`config.mk`:
```
export PLATFORM = sky130hd
export DESIGN_NAME = eth_cfg_seq
export DESIGN_NICKNAME = d
export VERILOG_FILES = /design/src/rtl/eth_cfg_pkg.sv /design/src/rtl/eth_cfg_wb_mux.sv /design/src/rtl/eth_cfg_seq.sv
export SDC_FILE = /design/constraint.sdc
export NUM_CORES = 1
export LEC_CHECK = 0
export ABC_AREA = 1
export ABC_CLOCK_PERIOD_IN_PS = 1780
export CORE_MARGIN = 5
export CORE_UTILIZATION = 34
export CTS_CLUSTER_DIAMETER = 150
export DETAILED_ROUTE_END_ITERATION = 6
export PLACE_DENSITY = 0.79
export SKIP_CTS_REPAIR_TIMING = 1
export SLEW_MARGIN = 20
export SYNTH_ARGS = -nofsm -noshare
export SYNTH_HDL_FRONTEND = slang
export SYNTH_HIERARCHICAL = 1
export SYNTH_SLANG_ARGS = --single-unit
export TNS_END_PERCENT = 100
```
`constraint.sdc`:
```
create_clock -name wb_clk_i -period 1.78 [get_ports wb_clk_i]
set_input_delay 0.356 -clock wb_clk_i [delete_from_list [all_inputs] [get_ports wb_clk_i]]
set_output_delay 0.356 -clock wb_clk_i [all_outputs]
set_load 0.02 [all_outputs]
```
`src/rtl/eth_cfg_pkg.sv`:
```
// Shared definitions for the ethmac configuration sequencer: register offsets,
// FSM states and the fixed programming table.
package eth_cfg_pkg;

  localparam logic [7:0] ADR_MODER      = 8'h00;
  localparam logic [7:0] ADR_INT_SOURCE = 8'h04;
  localparam logic [7:0] ADR_INT_MASK   = 8'h08;
  localparam logic [7:0] ADR_IPGT       = 8'h0C;
  localparam logic [7:0] ADR_TX_BD_NUM  = 8'h20;
  localparam logic [7:0] ADR_MAC_ADDR0  = 8'h40;
  localparam logic [7:0] ADR_MAC_ADDR1  = 8'h44;

  localparam logic [3:0] LAST_STEP = 4'd8;

  typedef enum logic [2:0] {StIdle, StReq, StNext, StDone, StFail} state_e;

  typedef struct packed {
    logic [7:0]  adr;
    logic [31:0] dat;
    logic        we;
  } step_t;

  // MODER is first written with TXEN/RXEN clear so the core is quiet while configured.
  function automatic step_t step_entry(input logic [3:0]  step,
                                       input logic [31:0] moder_run,
                                       input logic [31:0] int_mask,
                                       input logic [31:0] ipgt,
                                       input logic [47:0] mac_addr,
                                       input logic [7:0]  tx_bd_num);
    step_t e;
    e.adr = ADR_MODER;
    e.dat = 32'h0;
    e.we  = 1'b1;
    case (step)
      4'd0: e.dat = moder_run & ~32'h3;
      4'd1: begin e.adr = ADR_INT_SOURCE; e.dat = 32'h7F; end
      4'd2: begin e.adr = ADR_INT_MASK;   e.dat = int_mask; end
      4'd3: begin e.adr = ADR_IPGT;       e.dat = ipgt; end
      4'd4: begin e.adr = ADR_MAC_ADDR0;  e.dat = mac_addr[31:0]; end
      4'd5: begin e.adr = ADR_MAC_ADDR1;  e.dat = {16'h0, mac_addr[47:32]}; end
      4'd6: begin e.adr = ADR_TX_BD_NUM;  e.dat = {24'h0, tx_bd_num}; end
      4'd7: e.dat = moder_run;
      default: e.we = 1'b0;
    endcase
    return e;
  endfunction

  function automatic logic is_granted(input state_e s);
    return (s == StDone) || (s == StFail);
  endfunction

endpackage

```
`src/rtl/eth_cfg_wb_mux.sv`:
```
// Two-source WISHBONE mux: the sequencer owns the ethmac slave until grant, then the host does.
module eth_cfg_wb_mux (
  input  logic        grant,
  input  logic [31:0] seq_adr,
  input  logic [31:0] seq_wdat,
  input  logic [3:0]  seq_sel,
  input  logic        seq_we,
  input  logic        seq_cyc,
  input  logic        seq_stb,
  input  logic [31:0] host_adr,
  input  logic [31:0] host_wdat,
  input  logic [3:0]  host_sel,
  input  logic        host_we,
  input  logic        host_cyc,
  input  logic        host_stb,
  input  logic [31:0] eth_rdat,
  input  logic        eth_ack,
  input  logic        eth_err,
  output logic [31:0] eth_adr,
  output logic [31:0] eth_wdat,
  output logic [3:0]  eth_sel,
  output logic        eth_we,
  output logic        eth_cyc,
  output logic        eth_stb,
  output logic [31:0] host_rdat,
  output logic        host_ack,
  output logic        host_err
);

  assign eth_adr   = grant ? host_adr  : seq_adr;
  assign eth_wdat  = grant ? host_wdat : seq_wdat;
  assign eth_sel   = grant ? host_sel  : seq_sel;
  assign eth_we    = grant ? host_we   : seq_we;
  assign eth_cyc   = grant ? host_cyc  : seq_cyc;
  assign eth_stb   = grant ? host_stb  : seq_stb;

  // Host sees nothing until granted, so its cycle stalls.
  assign host_rdat = grant ? eth_rdat : 32'h0;
  assign host_ack  = grant & eth_ack;
  assign host_err  = grant & eth_err;

endmodule

```
`src/rtl/eth_cfg_seq.sv`:
```
// Post-reset ethmac configuration sequencer; programs the register table, verifies MODER,
// then hands the WISHBONE slave port to the host.
module eth_cfg_seq
  import eth_cfg_pkg::*;
#(
  parameter logic [47:0] MAC_ADDR   = 48'h0000_5A00_0001,
  parameter logic [31:0] MODER_RUN  = 32'h0000_A403,
  parameter logic [31:0] INT_MASK   = 32'h0000_007F,
  parameter logic [31:0] IPGT       = 32'h0000_0015,
  parameter logic [7:0]  TX_BD_NUM  = 8'h40,
  parameter int unsigned TIMEOUT    = 256,
  parameter int unsigned MAX_RETRY  = 3,
  parameter bit          AUTO_START = 1'b1
) (
  input  logic        wb_clk_i,
  input  logic        wb_rst_i,
  input  logic        start_i,
  output logic        busy_o,
  output logic        done_o,
  output logic        fail_o,
  output logic [3:0]  fail_step_o,
  input  logic [31:0] host_adr_i,
  input  logic [31:0] host_dat_i,
  input  logic [3:0]  host_sel_i,
  input  logic        host_we_i,
  input  logic        host_cyc_i,
  input  logic        host_stb_i,
  output logic [31:0] host_dat_o,
  output logic        host_ack_o,
  output logic        host_err_o,
  output logic [31:0] eth_adr_o,
  output logic [31:0] eth_dat_o,
  output logic [3:0]  eth_sel_o,
  output logic        eth_we_o,
  output logic        eth_cyc_o,
  output logic        eth_stb_o,
  input  logic [31:0] eth_dat_i,
  input  logic        eth_ack_i,
  input  logic        eth_err_i
);

  localparam int unsigned TW = $clog2(TIMEOUT + 1);
  localparam int unsigned RW = (MAX_RETRY > 0) ? $clog2(MAX_RETRY + 1) : 1;

  state_e        state_q, state_d;
  logic [3:0]    step_q, step_d;
  logic [RW-1:0] retry_q, retry_d;
  logic [TW-1:0] timer_q, timer_d;
  logic          redo_q, redo_d;
  logic          pend_q, pend_d;
  logic [3:0]    fail_step_q, fail_step_d;
  logic          first_q;
  logic          grant_q, grant_d;
  logic [31:0]   seq_adr_q, seq_adr_d, seq_dat_q, seq_dat_d;
  logic [3:0]    seq_sel_q, seq_sel_d;
  logic          seq_we_q, seq_we_d, seq_cyc_q, seq_cyc_d;
  step_t         entry;

  always_ff @(posedge wb_clk_i or posedge wb_rst_i) begin
    if (wb_rst_i) begin
      state_q     <= StIdle;
      step_q      <= '0;
      retry_q     <= '0;
      timer_q     <= '0;
      redo_q      <= 1'b0;
      pend_q      <= 1'b0;
      fail_step_q <= '0;
      first_q     <= 1'b1;
      grant_q     <= 1'b0;
      seq_adr_q   <= '0;
      seq_dat_q   <= '0;
      seq_sel_q   <= '0;
      seq_we_q    <= 1'b0;
      seq_cyc_q   <= 1'b0;
    end else begin
      state_q     <= state_d;
      step_q      <= step_d;
      retry_q     <= retry_d;
      timer_q     <= timer_d;
      redo_q      <= redo_d;
      pend_q      <= pend_d;
      fail_step_q <= fail_step_d;
      first_q     <= 1'b0;
      grant_q     <= grant_d;
      seq_adr_q   <= seq_adr_d;
      seq_dat_q   <= seq_dat_d;
      seq_sel_q   <= seq_sel_d;
      seq_we_q    <= seq_we_d;
      seq_cyc_q   <= seq_cyc_d;
    end
  end

  always_comb begin
    state_d     = state_q;
    step_d      = step_q;
    retry_d     = retry_q;
    timer_d     = timer_q;
    redo_d      = redo_q;
    pend_d      = pend_q;
    fail_step_d = fail_step_q;
    unique case (state_q)
      StIdle: begin
        if (start_i || (AUTO_START && first_q)) begin
          state_d     = StReq;
          step_d      = '0;
          retry_d     = '0;
          timer_d     = '0;
          fail_step_d = '0;
        end
      end
      StReq: begin
        timer_d = timer_q + 1'b1;
        if (eth_ack_i) begin
          // A bad MODER readback is a configuration failure, not a bus fault: no retry.
          if (step_q == LAST_STEP && eth_dat_i != MODER_RUN) begin
            state_d     = StFail;
            fail_step_d = step_q;
          end else begin
            state_d = StNext;
            redo_d  = 1'b0;
          end
        end else if (eth_err_i || timer_q == TW'(TIMEOUT - 1)) begin
          if (retry_q < RW'(MAX_RETRY)) begin
            retry_d = retry_q + 1'b1;
            redo_d  = 1'b1;
            state_d = StNext;
          end else begin
            state_d     = StFail;
            fail_step_d = step_q;
          end
        end
      end
      StNext: begin
        timer_d = '0;
        state_d = StReq;
        if (!redo_q) begin
          if (step_q == LAST_STEP) begin
            state_d = StDone;
          end else begin
            step_d  = step_q + 4'd1;
            retry_d = '0;
          end
        end
      end
      StDone, StFail: begin
        if (start_i) pend_d = 1'b1;
        // Restart waits for the host to close its cycle so grant never flips mid-access.
        if ((pend_q || start_i) && !host_cyc_i) begin
          state_d     = StReq;
          step_d      = '0;
          retry_d     = '0;
          timer_d     = '0;
          redo_d      = 1'b0;
          pend_d      = 1'b0;
          fail_step_d = '0;
        end
      end
      default: state_d = StIdle;
    endcase
  end

  always_comb begin
    entry     = step_entry(step_d, MODER_RUN, INT_MASK, IPGT, MAC_ADDR, TX_BD_NUM);
    seq_cyc_d = (state_d == StReq);
    seq_adr_d = seq_cyc_d ? {24'h0, entry.adr} : 32'h0;
    seq_dat_d = seq_cyc_d ? entry.dat : 32'h0;
    seq_we_d  = seq_cyc_d & entry.we;
    seq_sel_d = seq_cyc_d ? 4'hF : 4'h0;
    // Grant rises a cycle after DONE/FAIL (sequencer cyc already low) and drops on restart.
    grant_d   = is_granted(state_d) && is_granted(state_q);
    busy_o    = (state_q == StReq) || (state_q == StNext);
    done_o    = (state_q == StDone);
    fail_o    = (state_q == StFail);
  end

  assign fail_step_o = fail_step_q;

  eth_cfg_wb_mux u_mux (
    .grant     (grant_q),
    .seq_adr   (seq_adr_q),
    .seq_wdat  (seq_dat_q),
    .seq_sel   (seq_sel_q),
    .seq_we    (seq_we_q),
    .seq_cyc   (seq_cyc_q),
    .seq_stb   (seq_cyc_q),
    .host_adr  (host_adr_i),
    .host_wdat (host_dat_i),
    .host_sel  (host_sel_i),
    .host_we   (host_we_i),
    .host_cyc  (host_cyc_i),
    .host_stb  (host_stb_i),
    .eth_rdat  (eth_dat_i),
    .eth_ack   (eth_ack_i),
    .eth_err   (eth_err_i),
    .eth_adr   (eth_adr_o),
    .eth_wdat  (eth_dat_o),
    .eth_sel   (eth_sel_o),
    .eth_we    (eth_we_o),
    .eth_cyc   (eth_cyc_o),
    .eth_stb   (eth_stb_o),
    .host_rdat (host_dat_o),
    .host_ack  (host_ack_o),
    .host_err  (host_err_o)
  );

endmodule

```
Yosys cells after proc, flatten, opt, wreduce, memory -nomap -nowiden
Cells that the tools add are included.

Bitwise logic cells: 3. Muxes and demuxes: 53. Eq/ne operators: 29. $lt $le $gt $ge: 1. Reductions and logical operators: 24. Multiply operators: 0. Divide/modulo/power cells: 0. $add $sub $neg: 3. Shift operators: 0.

Operators by type and width (count): $pmux 31 s6 (1); $mux 32 (4); $mux 4 (12); $pmux 7 s6 (1); $pmux 9 s4 (1); $ne 32x16->1 const B (1); $pmux 4 s3 (2); $mux 2 (9); $mux 3 (6); $mux 9 (2); $eq 4x3->1 const B (4); $ne 3x3->1 const B (5); $ne 2x2->1 const B (7); $pmux 3 s4 (1); $mux 1 (11); $add 9x1->9 const B (1); $eq 3x2->1 const B (3); $eq 9x8->1 const B (1); $eq 4x2->1 const B (2); $mux 8 (1); $pmux 2 s4 (1); $reduce_and 8->1 (1); $reduce_or 8->1 (1); $eq 3x1->1 const B (2); 21 further kinds (33).

Memories: 0. Input bits: 108. Word-level logic and storage cells: 127. Flip-flop bits (word level): 96. RAM bits: 0. Bits in latches: 0. Memory bits (read-only): 0.

Longest topological paths before layout
Gate-level depths: netlist of run 1.

Depth in word-level cells: 8. Gate-level depth with buffers: 15. Gate-level depth less buffers: 15.

Cells and area by module
Netlist of run 1, hierarchy kept.

Modules (own cells, without submodules): eth_cfg_seq (area an instance 2220.9 µm², cells an instance 271, times used 1); eth_cfg_wb_mux (area an instance 1211.2 µm², cells an instance 301, times used 1).

Worst setup path before layout of run 1
OpenSTA, ideal clock, no wires.

Path type: register to register. Start point: register timer_q[0]. End point: register fail_step_q[2] (netlist: fail_step_o[2]). Required time: 1.654 ns. Setup slack: -0.186 ns. Clock period less this slack: 1.966 ns. Arrival time: 1.840 ns. Library setup time: 0.126 ns. Stages on the path, launching flop included: 13. Cells stage by stage: dfrtp_1 > ha_1 > nand3_1 > nor4_1 > ha_1 > nor2_1 > inv_1 > a211oi_2 > nor3_1 > and2_0 > clkbuf_2 > nand3_1 > o21ai_0.

Word-level cells in the longest chain between the ends: 4.

Ends and longest elaborated chain: start: declaration (RTL line eth_cfg_seq.sv:48) `logic [TW-1:0] timer_q, timer_d;`; start signal: assignment (RTL line eth_cfg_seq.sv:79) `timer_q <= timer_d;`; $eq 9x8->1 (RTL line eth_cfg_seq.sv:122) `end else if (eth_err_i || timer_q == TW'(TIMEOUT - 1)) begin`; $logic_or 1x1->1 (RTL line eth_cfg_seq.sv:122); $ne 3x3->1 (no line); $reduce_and 6->1 (no line); end signal: assignment (RTL line eth_cfg_seq.sv:82) `fail_step_q <= fail_step_d;`; end: declaration (RTL line eth_cfg_seq.sv:51) `logic [3:0] fail_step_q, fail_step_d;`.

No other way between the ends. A chain may end at the register's enable or synchronous reset.

Worst setup path after layout of run 1
Start point: register timer_q[1]. End point: register seq_adr_q[2].

Word-level cells in the longest chain between the ends: 7.

Ends and longest elaborated chain: $eq 9x8->1 (RTL line eth_cfg_seq.sv:122); $logic_or 1x1->1 (RTL line eth_cfg_seq.sv:122); $mux 3 (RTL line eth_cfg_seq.sv:122); $mux 3 (RTL line eth_cfg_seq.sv:113) `if (eth_ack_i) begin`; $pmux 3 s4 (RTL line eth_cfg_seq.sv:101) `unique case (state_q)`; $eq 3x1->1 (RTL line eth_cfg_seq.sv:164) `seq_cyc_d = (state_d == StReq);`; $mux 8 (RTL line eth_cfg_seq.sv:165) `seq_adr_d = seq_cyc_d ? {24'h0, entry.adr} : 32'h0;`; named net seq_adr_d[2] (RTL line eth_cfg_seq.sv:54) `logic [31:0] seq_adr_q, seq_adr_d, seq_dat_q, seq_dat_d;`; end signal: assignment (RTL line eth_cfg_seq.sv:85) `seq_adr_q <= seq_adr_d;`; end: declaration (RTL line eth_cfg_seq.sv:54).

The timed path passes the listed nets, and every way through them passes these cells.

==> results.yml, run 1 <==
global_route:
  grt_overflow: 0
  grt_max_degree: 58
  grt_pass1_wl_um: 21900
  grt_pass1_vias: 4262
  antenna_found_initial: 0
  track_usage: 0.214
cts:
  clock_latency_ps: 290
  htreeDepth: 2
  clk_pin_slew_ps: 80
  clock_sinks: 39
  ctsLongestPathBuffers: 2
  cts_buffers: 5
  cts_tree: "built"
  cts-root-buf: "clkbuf_8"
pwr:
  leakage_nw: 4.50
  seqPwrFrac: 0.142
  p_clk_frac: 0.090
  power.switching_mw: 4.90
  peakVddDrop_mv: 1.02
  p_int_mw: 4.89
  power_density_mw_per_mm2: 1430
  comb_power_share: 0.768
  swShare: 0.500
  total_power_mw: 9.79
setup_path:
  crit_family: "compound AO/OA/AOI/OAI gates"
  endpoint_kind: "register"
  reg2reg_slack_ps: -240
  start_kind: "register"
  path_cells: "ha_4 > nand3_4 > nor4_4 > ha_2 > nor2_4 > inv_2 > a211oi_4 > o21a_1 > nor2_4 > buf_4 > nand3_4 > nor3_2"
  crit_path_max_fanout: 5
  crit_arrival_ps: 2210
  crit_type: "reg -> reg"
  path_buf_inv: 2
  slowest_stage: "dfrtp_1"
  cp_data_required_time_ps: 1970
  max_stage_delay_ps: 410
placed_design:
  gp_congestion: 0.943
  place_hpwl_um: 11300
  io_buffers: 219
  place_worst_setup_slack_ps: -361
routing:
  drt_first_pass_iters: 4
  drt.antenna.violating_nets: 0
  vias_per_cell: 4.56
  drc: 0
  num_vias: 4660
  routed_wl_um: 15100
  drt_iter0_markers: 294
  routedWlPerCell_um: 14.8
logic_synthesis:
  synth_top_family_by_area: "simple AND/OR/NAND/NOR gates"
  synth_top_area_frac: 0.317
  yosysMostFrequentCell: "nand2_1"
  synth-xor-area-share: 0.00255
  synth_cell_types: 40
  synth_ff_type: "dfrtp_1"
  synth_area_leaders: "nand2_1 32%, dfrtp_1 28%, inv_1 8.2%"
  synthArstFlopShare: 1.00
  avgSynthCellArea_um2: 6.00
  synth_edf_count: 0
  syn_inst: 572
  synth_compound_area_frac: 0.0696
  yosys-top-cells-count: "290 x nand2_1, 75 x inv_1, 38 x dfrtp_1, 38 x nor2_1, 14 x nand3_1"
  synth-adder-area-share: 0.0182
  yosys-mux-area-fraction: 0
  ys_seq_area_frac: 0.285
  yosys.area.top_type: "nand2_1"
  ys_seq_elements: 39
  yosysWarnings: 6
  yosys.area_share.simple: 0.487
  syn_area_mm2: 0.00343
timing:
  min_period_ps: 2020
  finalCritPeriodShare: 1.14
  finalHoldViolations: 0
  fmax_mhz: 495
  finalSetupTns_ps: -3760
  finalClockSkew_ps: 7.38
  setup_viol: 26
  setup_slack_ps: -242
  rsz0062_at_grt: "yes"
  slew_viol_final: 0
cells_and_area:
  drive_gt1_frac: 0.246
  antennaDiodeCount: 0
  area_delta_synth_final_pct: 100
  nets: 1002
hold_path:
  hold_class: "in -> async"
flow_run:
  max_cap_viol_count: 0
floorplan:
  ios: 220
  start_util: 0.350
  fp.dieArea_mm2: 0.0122
  die_w_um: 110
  core_mm2: 0.00982
  rows: 36
  die_h_um: 110
status:
  status: "finished, violations left"
  violations: "setup timing"
## kinds of logic (layout without fill, tap and decap cells)
group           after synthesis  count (layout)
xor+xnor                      1               1
fa+ha+maj                     5               5
simple gates                385             386
compound gates               39              39
other cells                   1              47
buf+inv                     102             373
flops                        39              39
## layout make-up
class,count,area [µm²]
fill,756,2950
clock inverter,2,60.1
clock buffer,6,72.6
timing repair buffer,283,2830
multi-input combinational,478,2440
sequential,39,985
tap,133,166
inverter,82,315
## per-layer routing
metal  wire (µm)  GRT usage
met4         519     0.0731
met3         825     0.0438
met5           0          0
met1        6000      0.257
met2        7760      0.379
## cells in the final DEF, fill, tap and decap left out, types with 5 or more instances in the layout
cell / netlist / layout
dlymetal6s2s_1: 0 / 63
buf_2: 6 / 10
clkbuf_8: 0 / 5
dfrtp_1: 38 / 34
clkdlybuf4s50_1: 0 / 111
o21ai_1: 2 / 6
clkbuf_2: 1 / 16
inv_2: 4 / 6
buf_4: 7 / 54
nand2_1: 290 / 260
nor2_2: 2 / 5
buf_6: 6 / 20
conb_1: 1 / 47
inv_1: 75 / 73
a21oi_1: 10 / 8
nand2_4: 5 / 12
nor2_4: 3 / 7
nand3_4: 2 / 6
nand3_1: 14 / 10
nand2_2: 11 / 34
nand3_2: 5 / 6
nor2_1: 38 / 31
o21ai_0: 13 / 8
nor3_2: 3 / 5
## power by group through the flow
| stage | logic [mW] | clock network [mW] | registers, mW |
|---|---|---|---|
| floorplan | 3.86 | 0 | 1.32 |
| global placement | 6.67 | 0 | 1.35 |
| CTS | 6.85 | 0.897 | 1.34 |
| global route | 8.12 | 0.919 | 1.41 |
| finish | 7.52 | 0.881 | 1.39 |
| detailed placement | 6.83 | 0 | 1.35 |
## per-stage QoR
stage	cells	instance area (µm²)	utilization	hold slack, ps
floorplan	618	3630	-	457
global placement	999	6250	0.636	475
detailed placement	999	6250	0.636	497
CTS	1007	6380	0.650	423
global route	1023	6870	0.699	443
finish	1023	6870	0.699	410
## flip-flops by register name, indices dropped and copies added (netlist names), 2 cells and up
register	count
retry_q	2
seq_dat_q	7
state_q	3
seq_adr_q	4
fail_step_o	4
timer_q	9
step_q	4
## path summary, 6_finish.rpt
check,from,endpoint,cells past startpoint
max reg2reg,timer_q[1],seq_adr_q[2],12
min reg2reg,retry_q[1],retry_q[1],2
max in group asynchronous,wb_rst_i,first_q,3
max,timer_q[1],seq_adr_q[2],12
min in group wb_clk_i,retry_q[1],retry_q[1],2
min,wb_rst_i,retry_q[0],3
## worst reg2reg max path, stage by stage, from the launching register on
cell      delay, ps
dfrtp_1         410
ha_4            180
nand3_4          90
nor4_4           40
ha_2            190
nor2_4          100
inv_2            60
a211oi_4        260
o21a_1          230
nor2_4           70
buf_4           150
nand3_4          80
nor3_2           50
Note: power is estimated with default switching activity, not from simulation.
==> run 2, diff against run 1 <==
--- a/config.mk
+++ b/config.mk
@@ -7,7 +7,6 @@
 export LEC_CHECK = 0
 export ABC_AREA = 1
 export ABC_CLOCK_PERIOD_IN_PS = 1780
-export CORE_MARGIN = 5
 export CORE_UTILIZATION = 34
 export CTS_CLUSTER_DIAMETER = 150
 export DETAILED_ROUTE_END_ITERATION = 6
==> run 2 against run 1 <==
  * The flow still finishes with violations (setup timing)
  * Hold slack better by 2.7 ps
  * Combinational power up 7.6%
  * Global-route usage up 1.8 points
  * Non-clock buffer count up 8
  * Sequential share of layout area down 0.18 points
  * Critical endpoint is now redo_q
  * Largest cell class unchanged
  * Largest power group unchanged
  * Highest routed layer unchanged
==> results.yml, run 2 (synthesized netlist as in run 1, its figures left out) <==
pwr:
  power_density_mw_per_mm2: 1450
  peakVddDrop_mv: 0.958
  leakage_nw: 3.99
  swShare: 0.514
  total_power_mw: 10.1
  seqPwrFrac: 0.136
  p_int_mw: 4.89
  p_clk_frac: 0.060
  comb_power_share: 0.804
  power.switching_mw: 5.17
routing:
  drt_iter0_markers: 138
  vias_per_cell: 4.60
  routed_wl_um: 14800
  num_vias: 4739
  routedWlPerCell_um: 14.4
  drt.antenna.violating_nets: 0
  drc: 0
  drt_first_pass_iters: 7
timing:
  min_period_ps: 2070
  fmax_mhz: 483
  slew_viol_final: 0
  finalHoldViolations: 0
  finalClockSkew_ps: 7.33
  rsz0062_at_grt: "yes"
  setup_viol: 76
  setup_slack_ps: -292
  finalSetupTns_ps: -7380
  finalCritPeriodShare: 1.16
placed_design:
  io_buffers: 219
  gp_congestion: 0.905
  place_hpwl_um: 10700
setup_path:
  crit_path_max_fanout: 2
  endpoint_kind: "register"
  r2r-end: "redo_q"
  cp_data_required_time_ps: 1960
  crit_type: "reg -> reg"
  start_kind: "register"
  crit_arrival_ps: 2260
  reg2reg_slack_ps: -290
  ff2ff_path_depth: 11
  r2r-start: "timer_q[0]"
global_route:
  grt_pass1_vias: 4104
  grt_overflow: 0
  antenna_found_initial: 0
  track_usage: 0.232
  grt_pass1_wl_um: 18900
  grt_max_degree: 61
floorplan:
  core_mm2: 0.00977
  die_w_um: 102
  die_h_um: 102
  start_util: 0.351
  rows: 36
  ios: 220
  fp.dieArea_mm2: 0.0105
cts:
  cts_tree: "built"
  clock_sinks: 39
  ctsLongestPathBuffers: 2
  clock_latency_ps: 300
  clk_pin_slew_ps: 80
  cts-root-buf: "clkbuf_8"
  htreeDepth: 2
  cts_buffers: 5
cells_and_area:
  reg.largest.list: "timer_q (9), seq_dat_q (7)"
  largest_reg_flops: 9
  top_register: "timer_q"
  layout_common_cells: "200 x nand2_1, 111 x clkdlybuf4s50_1, 74 x inv_1"
  area_delta_synth_final_pct: 102
  layout_commonest_cell: "nand2_1"
  antennaDiodeCount: 0
  drive_gt1_frac: 0.378
  nets: 1009
hold_path:
  hold_class: "in -> async"
status:
  status: "finished, violations left"
  violations: "setup timing"
flow_run:
  max_cap_viol_count: 0
## run 2: area by class of cell
cell class / instances / area [µm²]
clock buffers: 6 / 72.6
clock inverters: 2 / 12.5
fillers: 755 / 2840
inverters: 82 / 325
multi-input cells: 477 / 2650
flip-flops and latches: 39 / 982
well taps: 133 / 166
repair buffers: 291 / 2730
## run 2: how the worst max path moves through the flow
stage	start	to	slack [ps]	cells past startpoint
after floorplan	timer_q[0]	fail_step_o[2]	-60	12
after global placement	eth_dat_i[0]	fail_step_o[2]	-280	11
after detailed placement	eth_dat_i[0]	fail_step_o[2]	-350	11
after CTS	grant_q	eth_dat_o[8]	-430	4
after global routing	timer_q[0]	redo_q	-390	11
final	timer_q[0]	redo_q	-290	11
## run 2: per-stage QoR
stage                util  instance area, µm²  std cells  hold slack [ps]  setup slack [ps]
finish              0.710                6940       1030              413              -292
global route        0.710                6940       1030              433              -387
CTS                 0.652                6370       1011              414              -429
detailed placement  0.643                6290       1003              497              -348
global placement    0.643                6290       1003              471              -275
floorplan               -                3630        618              457             -58.5
## run 2: power groups by stage
stage / sequential [mW] / clock, mW / combinational [mW]
after floorplan: 1.32 / 0 / 3.86
after global placement: 1.35 / 0 / 6.68
after detailed placement: 1.36 / 0 / 6.88
after CTS: 1.35 / 0.612 / 6.90
after global routing: 1.39 / 0.648 / 8.64
final: 1.37 / 0.602 / 8.09
## run 2: worst max-delay path, cell delays in order, from the launching register on
cell and delay [ps]:
dfrtp_1 370, ha_2 220, nand3_4 90, nor4_4 220, ha_2 240, nor2_4 50
buf_4 140, nor2_2 90, nor3_1 70, nor2_1 120, a21oi_1 80, or2_2 270
## run 2: routing by layer
metal / up-vias / track usage / wire length (µm)
met2: 175 / 0.449 / 7920
met1: 2208 / 0.250 / 5450
met3: 43 / 0.0417 / 963
met5: - / 0 / 0
li1: 2313 / - / -
met4: 0 / 0.0824 / 495
